[config.mk]
export PLATFORM = sky130hd
export DESIGN_NAME = mem_port_arbiter_flat
export DESIGN_NICKNAME = d
export VERILOG_FILES = /design/src/rtl/mem_port_arbiter_if.sv /design/src/rtl/mem_port_arbiter.sv /design/src/flat_wrapper.sv
export SDC_FILE = /design/constraint.sdc
export NUM_CORES = 1
export LEC_CHECK = 0
export ABC_CLOCK_PERIOD_IN_PS = 3600
export CAP_MARGIN = 20
export CORE_MARGIN = 10
export CORE_UTILIZATION = 30
export CTS_CLUSTER_DIAMETER = 50
export DETAILED_ROUTE_END_ITERATION = 12
export GPL_ROUTABILITY_DRIVEN = 0
export GPL_TIMING_DRIVEN = 0
export PLACE_DENSITY_LB_ADDON = 0.12
export SLEW_MARGIN = 10
export SYNTH_ARGS = -nofsm -noshare
export SYNTH_HDL_FRONTEND = slang
export SYNTH_SLANG_ARGS = --single-unit
[constraint.sdc]
create_clock -name clk -period 3.6 [get_ports clk]
set_input_delay 0.9 -clock clk [delete_from_list [all_inputs] [get_ports clk]]
set_output_delay 0.9 -clock clk [all_outputs]
set_load 0.005 [all_outputs]
[src/rtl/mem_port_arbiter_if.sv]
// Bundle of the fetch, data and memory-macro signals around mem_port_arbiter.
// slave is the arbiter's view; master is the pipeline/memory side.
interface mem_port_arbiter_if #(
    parameter int ADDR_W = 64,
    parameter int DATA_W = 64
);
    logic              if_req;
    logic [ADDR_W-1:0] if_addr;
    logic              if_gnt;
    logic              if_rvalid;
    logic [DATA_W-1:0] if_rdata;

    logic              d_req;
    logic              d_we;
    logic [ADDR_W-1:0] d_addr;
    logic [DATA_W-1:0] d_wdata;
    logic              d_gnt;
    logic              d_rvalid;
    logic [DATA_W-1:0] d_rdata;

    logic              mem_en;
    logic              mem_we;
    logic [ADDR_W-1:0] mem_addr;
    logic [DATA_W-1:0] mem_wdata;
    logic [DATA_W-1:0] mem_rdata;

    modport slave (
        input  if_req, if_addr, d_req, d_we, d_addr, d_wdata, mem_rdata,
        output if_gnt, if_rvalid, if_rdata, d_gnt, d_rvalid, d_rdata,
               mem_en, mem_we, mem_addr, mem_wdata
    );

    modport master (
        output if_req, if_addr, d_req, d_we, d_addr, d_wdata, mem_rdata,
        input  if_gnt, if_rvalid, if_rdata, d_gnt, d_rvalid, d_rdata,
               mem_en, mem_we, mem_addr, mem_wdata
    );
endinterface

[src/rtl/mem_port_arbiter.sv]
// Shares one fixed-latency single-port memory between the fetch and data requesters.
// Define ARB_RR_EN to break simultaneous-request ties round-robin instead of data-first.
module mem_port_arbiter #(
    parameter int ADDR_W  = 64,
    parameter int DATA_W  = 64,
    parameter int MEM_LAT = 2
) (
    input  logic              clk,
    input  logic              rst_n,
    mem_port_arbiter_if.slave bus,
    output logic              busy
);
    typedef enum logic [1:0] {ST_IDLE, ST_ISSUE, ST_WAIT, ST_RESP} state_t;

    localparam logic       OWNER_IF = 1'b0;
    localparam logic       OWNER_D  = 1'b1;
    localparam logic [3:0] LAT_INIT = 4'(MEM_LAT);

    state_t            state_q, state_d;
    logic [3:0]        cnt_q, cnt_d;
    logic              owner_q, owner_d;
    logic              last_q, last_d;
    logic              pick;

    logic              if_gnt_q, if_gnt_d;
    logic              d_gnt_q, d_gnt_d;
    logic              if_rvalid_q, if_rvalid_d;
    logic              d_rvalid_q, d_rvalid_d;
    logic [DATA_W-1:0] if_rdata_q, if_rdata_d;
    logic [DATA_W-1:0] d_rdata_q, d_rdata_d;
    logic              mem_en_q, mem_en_d;
    logic              mem_we_q, mem_we_d;
    logic [ADDR_W-1:0] mem_addr_q, mem_addr_d;
    logic [DATA_W-1:0] mem_wdata_q, mem_wdata_d;
    logic              busy_q, busy_d;

    // A data access belongs to the older instruction, so data wins unless round-robin is on
    always_comb begin
`ifdef ARB_RR_EN
        if (bus.d_req && bus.if_req) begin
            pick = (last_q == OWNER_IF) ? OWNER_D : OWNER_IF;
        end else begin
            pick = bus.d_req ? OWNER_D : OWNER_IF;
        end
`else
        pick = bus.d_req ? OWNER_D : OWNER_IF;
`endif
    end

    always_comb begin
        state_d     = state_q;
        cnt_d       = cnt_q;
        owner_d     = owner_q;
        last_d      = last_q;
        if_gnt_d    = 1'b0;
        d_gnt_d     = 1'b0;
        if_rvalid_d = 1'b0;
        d_rvalid_d  = 1'b0;
        if_rdata_d  = if_rdata_q;
        d_rdata_d   = d_rdata_q;
        mem_en_d    = 1'b0;
        mem_we_d    = mem_we_q;
        mem_addr_d  = mem_addr_q;
        mem_wdata_d = mem_wdata_q;

        case (state_q)
            ST_IDLE, ST_RESP: begin
                if (bus.if_req || bus.d_req) begin
                    state_d  = ST_ISSUE;
                    owner_d  = pick;
                    last_d   = pick;
                    mem_en_d = 1'b1;
                    if (pick == OWNER_D) begin
                        mem_we_d    = bus.d_we;
                        mem_addr_d  = bus.d_addr;
                        mem_wdata_d = bus.d_wdata;
                        d_gnt_d     = 1'b1;
                    end else begin
                        mem_we_d    = 1'b0;
                        mem_addr_d  = bus.if_addr;
                        mem_wdata_d = '0;
                        if_gnt_d    = 1'b1;
                    end
                end else begin
                    state_d = ST_IDLE;
                end
            end
            ST_ISSUE: begin
                cnt_d   = LAT_INIT;
                state_d = ST_WAIT;
            end
            ST_WAIT: begin
                cnt_d = cnt_q - 4'd1;
                // Read data is valid during the last WAIT cycle; stores leave d_rdata alone
                if (cnt_q == 4'd1) begin
                    state_d = ST_RESP;
                    if (owner_q == OWNER_D) begin
                        d_rvalid_d = 1'b1;
                        if (!mem_we_q) begin
                            d_rdata_d = bus.mem_rdata;
                        end
                    end else begin
                        if_rvalid_d = 1'b1;
                        if_rdata_d  = bus.mem_rdata;
                    end
                end
            end
            default: state_d = ST_IDLE;
        endcase

        busy_d = (state_d != ST_IDLE);
    end

    always_ff @(posedge clk or negedge rst_n) begin
        if (!rst_n) begin
            state_q <= ST_IDLE;
        end else begin
            state_q <= state_d;
        end
    end

    always_ff @(posedge clk or negedge rst_n) begin
        if (!rst_n) begin
            cnt_q       <= '0;
            owner_q     <= OWNER_IF;
            last_q      <= OWNER_IF;
            if_gnt_q    <= 1'b0;
            d_gnt_q     <= 1'b0;
            if_rvalid_q <= 1'b0;
            d_rvalid_q  <= 1'b0;
            if_rdata_q  <= '0;
            d_rdata_q   <= '0;
            mem_en_q    <= 1'b0;
            mem_we_q    <= 1'b0;
            mem_addr_q  <= '0;
            mem_wdata_q <= '0;
            busy_q      <= 1'b0;
        end else begin
            cnt_q       <= cnt_d;
            owner_q     <= owner_d;
            last_q      <= last_d;
            if_gnt_q    <= if_gnt_d;
            d_gnt_q     <= d_gnt_d;
            if_rvalid_q <= if_rvalid_d;
            d_rvalid_q  <= d_rvalid_d;
            if_rdata_q  <= if_rdata_d;
            d_rdata_q   <= d_rdata_d;
            mem_en_q    <= mem_en_d;
            mem_we_q    <= mem_we_d;
            mem_addr_q  <= mem_addr_d;
            mem_wdata_q <= mem_wdata_d;
            busy_q      <= busy_d;
        end
    end

    assign bus.if_gnt    = if_gnt_q;
    assign bus.d_gnt     = d_gnt_q;
    assign bus.if_rvalid = if_rvalid_q;
    assign bus.d_rvalid  = d_rvalid_q;
    assign bus.if_rdata  = if_rdata_q;
    assign bus.d_rdata   = d_rdata_q;
    assign bus.mem_en    = mem_en_q;
    assign bus.mem_we    = mem_we_q;
    assign bus.mem_addr  = mem_addr_q;
    assign bus.mem_wdata = mem_wdata_q;
    assign busy          = busy_q;
endmodule
[src/flat_wrapper.sv]
// flat-port wrapper written by rule: the top's interface ports become plain ports
module mem_port_arbiter_flat 
#(
    parameter int ADDR_W  = 64,
    parameter int DATA_W  = 64,
    parameter int MEM_LAT = 2
)
  (clk, rst_n, busy, bus_if_req, bus_if_addr, bus_d_req, bus_d_we, bus_d_addr, bus_d_wdata, bus_mem_rdata, bus_if_gnt, bus_if_rvalid, bus_if_rdata, bus_d_gnt, bus_d_rvalid, bus_d_rdata, bus_mem_en, bus_mem_we, bus_mem_addr, bus_mem_wdata);
  mem_port_arbiter_if #(.ADDR_W(ADDR_W), .DATA_W(DATA_W)) bus_i ();
  input  logic clk;
  input  logic rst_n;
  output logic busy;
  input wire logic [$bits(bus_i.if_req)-1:0] bus_if_req;
  input wire logic [$bits(bus_i.if_addr)-1:0] bus_if_addr;
  input wire logic [$bits(bus_i.d_req)-1:0] bus_d_req;
  input wire logic [$bits(bus_i.d_we)-1:0] bus_d_we;
  input wire logic [$bits(bus_i.d_addr)-1:0] bus_d_addr;
  input wire logic [$bits(bus_i.d_wdata)-1:0] bus_d_wdata;
  input wire logic [$bits(bus_i.mem_rdata)-1:0] bus_mem_rdata;
  output wire logic [$bits(bus_i.if_gnt)-1:0] bus_if_gnt;
  output wire logic [$bits(bus_i.if_rvalid)-1:0] bus_if_rvalid;
  output wire logic [$bits(bus_i.if_rdata)-1:0] bus_if_rdata;
  output wire logic [$bits(bus_i.d_gnt)-1:0] bus_d_gnt;
  output wire logic [$bits(bus_i.d_rvalid)-1:0] bus_d_rvalid;
  output wire logic [$bits(bus_i.d_rdata)-1:0] bus_d_rdata;
  output wire logic [$bits(bus_i.mem_en)-1:0] bus_mem_en;
  output wire logic [$bits(bus_i.mem_we)-1:0] bus_mem_we;
  output wire logic [$bits(bus_i.mem_addr)-1:0] bus_mem_addr;
  output wire logic [$bits(bus_i.mem_wdata)-1:0] bus_mem_wdata;
  assign bus_i.if_req = bus_if_req;
  assign bus_i.if_addr = bus_if_addr;
  assign bus_i.d_req = bus_d_req;
  assign bus_i.d_we = bus_d_we;
  assign bus_i.d_addr = bus_d_addr;
  assign bus_i.d_wdata = bus_d_wdata;
  assign bus_i.mem_rdata = bus_mem_rdata;
  assign bus_if_gnt = bus_i.if_gnt;
  assign bus_if_rvalid = bus_i.if_rvalid;
  assign bus_if_rdata = bus_i.if_rdata;
  assign bus_d_gnt = bus_i.d_gnt;
  assign bus_d_rvalid = bus_i.d_rvalid;
  assign bus_d_rdata = bus_i.d_rdata;
  assign bus_mem_en = bus_i.mem_en;
  assign bus_mem_we = bus_i.mem_we;
  assign bus_mem_addr = bus_i.mem_addr;
  assign bus_mem_wdata = bus_i.mem_wdata;
  mem_port_arbiter #(.ADDR_W(ADDR_W), .DATA_W(DATA_W), .MEM_LAT(MEM_LAT)) u_core (.clk(clk), .rst_n(rst_n), .bus(bus_i), .busy(busy));
endmodule
==> flow_metrics.env, run 1 <==
export IMPL_power_frac_seq_pct=34.6
export IMPL_syn_area_um2=10500
export IMPL_period_needed_ns=2.63
export IMPL_power_share_clock_pct=22.8
export IMPL_vdd_drop_max_mv=0.391
export IMPL_drc=0
export IMPL_endpoint_kind="register"
export IMPL_die_w_um=207
export IMPL_swShare_pct=31.0
export IMPL_dp_hpwl_mm=31.7
export IMPL_grt_pass1_wl_mm=58.6
export IMPL_antenna_found_initial=7
export IMPL_finalHoldViolCount=0
export IMPL_crit_chain="clkdlybuf4s50_1 > o21ai_1 > buf_2 > buf_4 > buf_2 > nand2_1 > o21ai_0"
export IMPL_path_clk_slew_ns=0.06
export IMPL_overflow=0
export IMPL_cp_required_ns=4.01
export IMPL_core_rowCount=68
export IMPL_wl_per_cell_um=22.3
export IMPL_cp_arrival_ns=3.05
export IMPL_final_cells=1780
export IMPL_worstSkewPairLatency_ns=0.50
export IMPL_yosysWarnings=0
export IMPL_first_pass_iters=4
export IMPL_synth_nets=1003
export IMPL_cts_tree="built"
export IMPL_tightest_slew_ns=0.773
export IMPL_dieHeight_um=207
export IMPL_track_usage_pct=17.7
export IMPL_htree_levels=2
export IMPL_vias=8101
export IMPL_antenna_cells=0
export IMPL_drive_above_1_share_pct=16.8
export IMPL_p_comb_share_pct=42.6
export IMPL_nets=1566
export IMPL_cts_hold_buf=0
export IMPL_io_pins=524
export IMPL_syn_area_per_cell_um2=14.2
export IMPL_cts_root_buf="clkbuf_16"
export IMPL_synth_seq_cells=270
export IMPL_first_global_vias=8717
export IMPL_p_int_mw=10.5
export IMPL_synthCells=739
export IMPL_synth_distinct_cells=27
export IMPL_r2r_setup_slack_ns=1.41
export IMPL_cts_buffers=36
export IMPL_switchingPower_mw=4.72
export IMPL_postCtsSetupRepairBufs=0
export IMPL_hold_ws_ns=0.416
export IMPL_slew_headroom_pct=48.5
export IMPL_leakagePower_nw=7.53
export IMPL_clk_path_buf_depth=3
export IMPL_power_density_nw_per_um2=869
export IMPL_report_final_slew_viol_count=0
export IMPL_grt_max_degree=102
export IMPL_skew_ns=0.0102
export IMPL_critPathMostFrequentCell="buf_2"
export IMPL_max_freq_ghz=0.380
export IMPL_area_growth_pct=66.9
export IMPL_routed_wl_mm=39.6
export IMPL_hp_class="primary input to asynchronous set/reset pin"
export IMPL_initial_core_util_pct=30.4
export IMPL_tns_ns=0
export IMPL_drt_initial_drc_count=256
export IMPL_coreArea_um2=34500
export IMPL_ant_nets=0
export IMPL_cp_slowest_stage_delay_ns=0.56
export IMPL_cts_resized=0
export IMPL_setup_viol=0
export IMPL_cts_sinks=270
export IMPL_cp_max_fo=10
export IMPL_die_area_um2=42900
export IMPL_place_inst=1719
export IMPL_fin_crit_sh_pct=73.2
export IMPL_rsz0062_at_grt="false"
export IMPL_critPathKind="primary input to register"
export IMPL_ys_seq_area_share_pct=64.3
export IMPL_viasPerCell=4.55
export IMPL_port_buffers=523
export IMPL_maxCapViolCount=0
export IMPL_layout_cells_most_common_list="clkdlybuf4s50_1 (522), dfrtp_1 (270), mux2_2 (128)"
export IMPL_cp_start_kind="primary input"
export IMPL_outcome="finished clean"
export IMPL_layout_commonest_cell="clkdlybuf4s50_1"
export IMPL_cpMaxStageDelayCell="o21ai_1"
-- power groups by stage --
stage	Sequential, mW	Clock, mW	Combinational (mW)
6_report	5.27	3.47	6.49
5_1_grt	5.46	3.71	7.04
4_1_cts	5.28	3.57	6.67
3_5_place_dp	5.30	0	6.66
3_3_place_gp	5.28	0	6.61
2_1_floorplan	5.38	0	2.16
-- state kept, by name (all words and copies together), names as in the netlist --
register              flops
u_core.bus.mem_we         1
u_core.bus.mem_wdata     64
u_core.owner_q            1
u_core.bus.d_rvalid       1
u_core.cnt_q              4
u_core.state_q            2
u_core.bus.d_rdata       64
u_core.busy               1
u_core.bus.if_rdata      64
u_core.bus.mem_en         1
u_core.bus.if_rvalid      1
u_core.bus.mem_addr      64
u_core.bus.if_gnt         1
u_core.bus.d_gnt          1
-- cell usage after synthesis (all sizes together) --
library cell,count,share of area (%)
nor2,1,0.036
mux2,128,14
nor2b,2,0.19
mux2i,65,6.2
o21ai,67,3.2
or3,1,0.060
and4bb,1,0.12
buf,38,2.5
nand3b,1,0.072
nand2,70,2.5
a21o,1,0.072
o311ai,1,0.083
clkbuf,13,0.46
and2,2,0.12
nand3,1,0.048
ha,3,0.36
dfrtp,270,64
a22oi,1,0.072
a22o,66,5.5
nor3b,1,0.072
inv,5,0.18
nand2b,1,0.060
-- logic make-up (layout without fill, tap and decap cells) --
| kind of cell | count (synthesis) | count (layout) | share of synthesized area, % |
|---|---|---|---|
| AND/OR/NAND/NOR | 81 | 81 | 3.28 |
| buffers and inverters | 56 | 642 | 3.18 |
| flip-flops | 270 | 270 | 64.3 |
| AO/OA/AOI/OAI | 136 | 136 | 8.92 |
| adder cells (fa/ha/maj) | 3 | 3 | 0.357 |
| multiplexers | 193 | 193 | 19.9 |
-- critical path: cells and delay by family --
kind | cells | cell delay [ns]
compound gates | 2 | 0.63
buf+inv | 4 | 1.43
simple gates | 1 | 0.08
-- final timing paths --
kind / to / start / cells after the start
worst min register to register: u_core.bus.mem_addr[58] / u_core.bus.mem_addr[58] / 2
max in group asynchronous: u_core.bus.mem_wdata[28] / rst_n / 3
min in group clk: u_core.bus.mem_addr[58] / u_core.bus.mem_addr[58] / 2
worst min-delay path: u_core.bus.d_rdata[55] / rst_n / 1
worst max register to register: u_core.bus.mem_addr[56] / u_core.state_q[0] / 8
worst max-delay path: u_core.bus.mem_addr[56] / bus_d_req / 7
-- stage by stage --
stage,power (mW),utilization [%],area (um^2),setup slack (ns)
6_report,15.2,50.7,17500,0.966
3_5_place_dp,12.0,47.4,16400,0.341
5_1_grt,16.2,50.7,17500,0.719
2_1_floorplan,7.54,-,10500,1.68
3_3_place_gp,11.9,47.2,16300,-10.67
4_1_cts,15.5,50.7,17500,0.868
-- layout make-up --
type                       instances  area [um^2]
tap                              455          569
sequential                       270         6760
clock inverter                    13          145
fill                            3099        17000
timing repair buffer             525         5300
inverter                           5         18.8
buffer                            51          315
clock buffer                      48         1020
multi-input combinational        413         3410
-- layer usage --
metal  GRT usage [%]  vias to the layer above  routed length (um)
li1                -                     3757                   -
met3            8.89                       56                4330
met1            19.1                     3940               14800
met2            30.0                      334               19500
met4            4.69                       14                 893
met5               0                        -                  90
No activity file was read; power rests on OpenSTA's default activity.
==> run 2: changes to the inputs <==
ABC_CLOCK_PERIOD_IN_PS = 2400   (was 3600)
clock period = 2.4 ns   (was 3.6 ns; I/O delays follow)
==> run 2 against run 1 <==
  * Critical endpoint unchanged
  * Clock power up 50%
  * Sequential power rose by 50%
  * Die area stayed put
==> flow_metrics.env, run 2 (synthesized netlist as in run 1, its figures left out) <==
export IMPL_layout_cells_most_common_list="clkdlybuf4s50_1 (522), dfrtp_1 (270), mux2_2 (128)"
export IMPL_clk_path_buf_depth=3
export IMPL_die_area_um2=42900
export IMPL_cpMaxStageDelayCell="clkdlybuf4s50_1"
export IMPL_tightest_slew_ns=0.773
export IMPL_crit_chain="clkdlybuf4s50_1 > o21ai_2 > buf_2 > buf_4 > buf_2 > nand2_1 > o21ai_0"
export IMPL_cp_arrival_ns=2.55
export IMPL_dpl_cell_area_um2=16400
export IMPL_path_clk_slew_ns=0.06
export IMPL_endpoint_kind="register"
export IMPL_layout_commonest_cell="clkdlybuf4s50_1"
export IMPL_antenna_cells=0
export IMPL_drive_above_1_share_pct=16.9
export IMPL_grt_use_met1_pct=19.1
export IMPL_grtUsageMet3_pct=8.89
export IMPL_rsz0062_at_grt="false"
export IMPL_setup_ws_ns=0.259
export IMPL_drc=0
export IMPL_ant_nets=0
export IMPL_cp_start_kind="primary input"
export IMPL_coreArea_um2=34500
export IMPL_cts_buffers=36
export IMPL_leakagePower_nw=7.53
export IMPL_cts_hold_buf=0
export IMPL_vdd_drop_max_mv=0.587
export IMPL_final_cells=1780
export IMPL_fin_crit_sh_pct=89.2
export IMPL_power_mw=22.9
export IMPL_finalHoldViolCount=0
export IMPL_cp_max_fo=10
export IMPL_use_met2_pct=30.0
export IMPL_viasPerCell=4.55
export IMPL_cp_required_ns=2.81
export IMPL_outcome="finished clean"
export IMPL_report_final_slew_viol_count=0
export IMPL_fin_area_um2=17500
export IMPL_place_inst=1719
export IMPL_vias=8096
export IMPL_place_ws_ns=-0.559
export IMPL_nets=1566
export IMPL_cts_root_buf="clkbuf_16"
export IMPL_power_density_nw_per_um2=1300
export IMPL_hp_class="primary input to asynchronous set/reset pin"
export IMPL_io_pins=524
export IMPL_core_rowCount=68
export IMPL_slew_headroom_pct=48.5
export IMPL_cts_sinks=270
export IMPL_first_global_vias=8719
export IMPL_dp_hpwl_mm=31.7
export IMPL_antenna_found_initial=7
export IMPL_maxCapViolCount=0
export IMPL_fillCellCount=3098
export IMPL_track_usage_pct=17.7
export IMPL_area_growth_pct=66.9
export IMPL_setup_viol=0
export IMPL_worstSkewPairLatency_ns=0.50
export IMPL_cts_tree="built"
export IMPL_critPathMostFrequentCell="buf_2"
export IMPL_skew_ns=0.0103
export IMPL_initial_core_util_pct=30.4
export IMPL_overflow=0
export IMPL_routed_wl_mm=39.6
export IMPL_die_w_um=207
export IMPL_htree_levels=2
export IMPL_first_pass_iters=4
export IMPL_dieHeight_um=207
export IMPL_grt_pass1_wl_mm=58.6
export IMPL_cp_slowest_stage_delay_ns=0.51
export IMPL_period_needed_ns=2.14
export IMPL_grt_max_degree=102
export IMPL_cts_resized=1
export IMPL_postCtsSetupRepairBufs=0
export IMPL_port_buffers=523
export IMPL_drt_initial_drc_count=256
export IMPL_globalRoute_busiestLayer="met2"
export IMPL_fin_util_pct=50.8
export IMPL_max_freq_ghz=0.467
export IMPL_critPathKind="primary input to register"
export IMPL_wl_per_cell_um=22.3
-- run 2: cell counts in the layout (fill, tap and decap cells not counted) --
No cell type changed its count.
-- run 2: final timing paths --
| kind | startpoint | to | slack (ns) | cells after the start |
|---|---|---|---|---|
| max | bus_d_req | u_core.bus.mem_addr[56] | 0.26 | 7 |
| min | rst_n | u_core.bus.d_rdata[55] | 0.12 | 1 |
| max reg2reg | u_core.state_q[0] | u_core.bus.mem_addr[56] | 0.42 | 8 |
| min reg2reg | u_core.bus.mem_addr[58] | u_core.bus.mem_addr[58] | 0.48 | 2 |
| max in group asynchronous | rst_n | u_core.bus.mem_wdata[28] | 0.98 | 3 |
| min in group clk | u_core.bus.mem_addr[58] | u_core.bus.mem_addr[58] | 0.48 | 2 |
-- run 2: area by class of cell --
cell class                 count  area [um^2]  share of cell area (%)
clock buffer                  48         1020                    5.80
multi-input combinational    413         3410                    19.5
sequential                   270         6760                    38.5
buffer                        51          315                    1.80
inverter                       5         18.8                   0.107
tap                          455          569                    3.25
timing repair buffer         525         5300                    30.2
clock inverter                13          145                   0.828
-- run 2: critical path, delay by kind of cell --
| kind | cells | cell delay, ns |
|---|---|---|
| AO/OA/AOI/OAI | 2 | 0.47 |
| AND/OR/NAND/NOR | 1 | 0.08 |
| buffers and inverters | 4 | 1.40 |
-- run 2: through the flow --
step,hold slack (ns),TNS [ns]
floorplan,0.304,0
global placement,0.460,-3162.86
detailed placement,0.470,-48.79
CTS,0.154,0
global route,0.158,0
finish,0.116,0
-- run 2: metal layers --
metal	wire [um]	part of all wire (%)	vias up
li1	-	-	3757
met1	14700	37	3935
met2	19500	49	334
met3	4400	11	56
met4	893	2.3	14
met5	90	0.23	-
-- run 2: power breakdown --
group | switching (mW) | internal (mW)
logic | 3.95 | 5.79
registers | 1.13 | 6.78
clock network | 2.00 | 3.21
==> run 3: changes to the inputs <==
GPL_ROUTABILITY_DRIVEN = 1   (was 0)
SKIP_CTS_REPAIR_TIMING = 1   (was not set)
==> results of run 3 <==
No change in the layout: final DEF, timing and power equal those of run 2.
Main changes from that run: via count of the first global-routing pass 8719 -> 8717
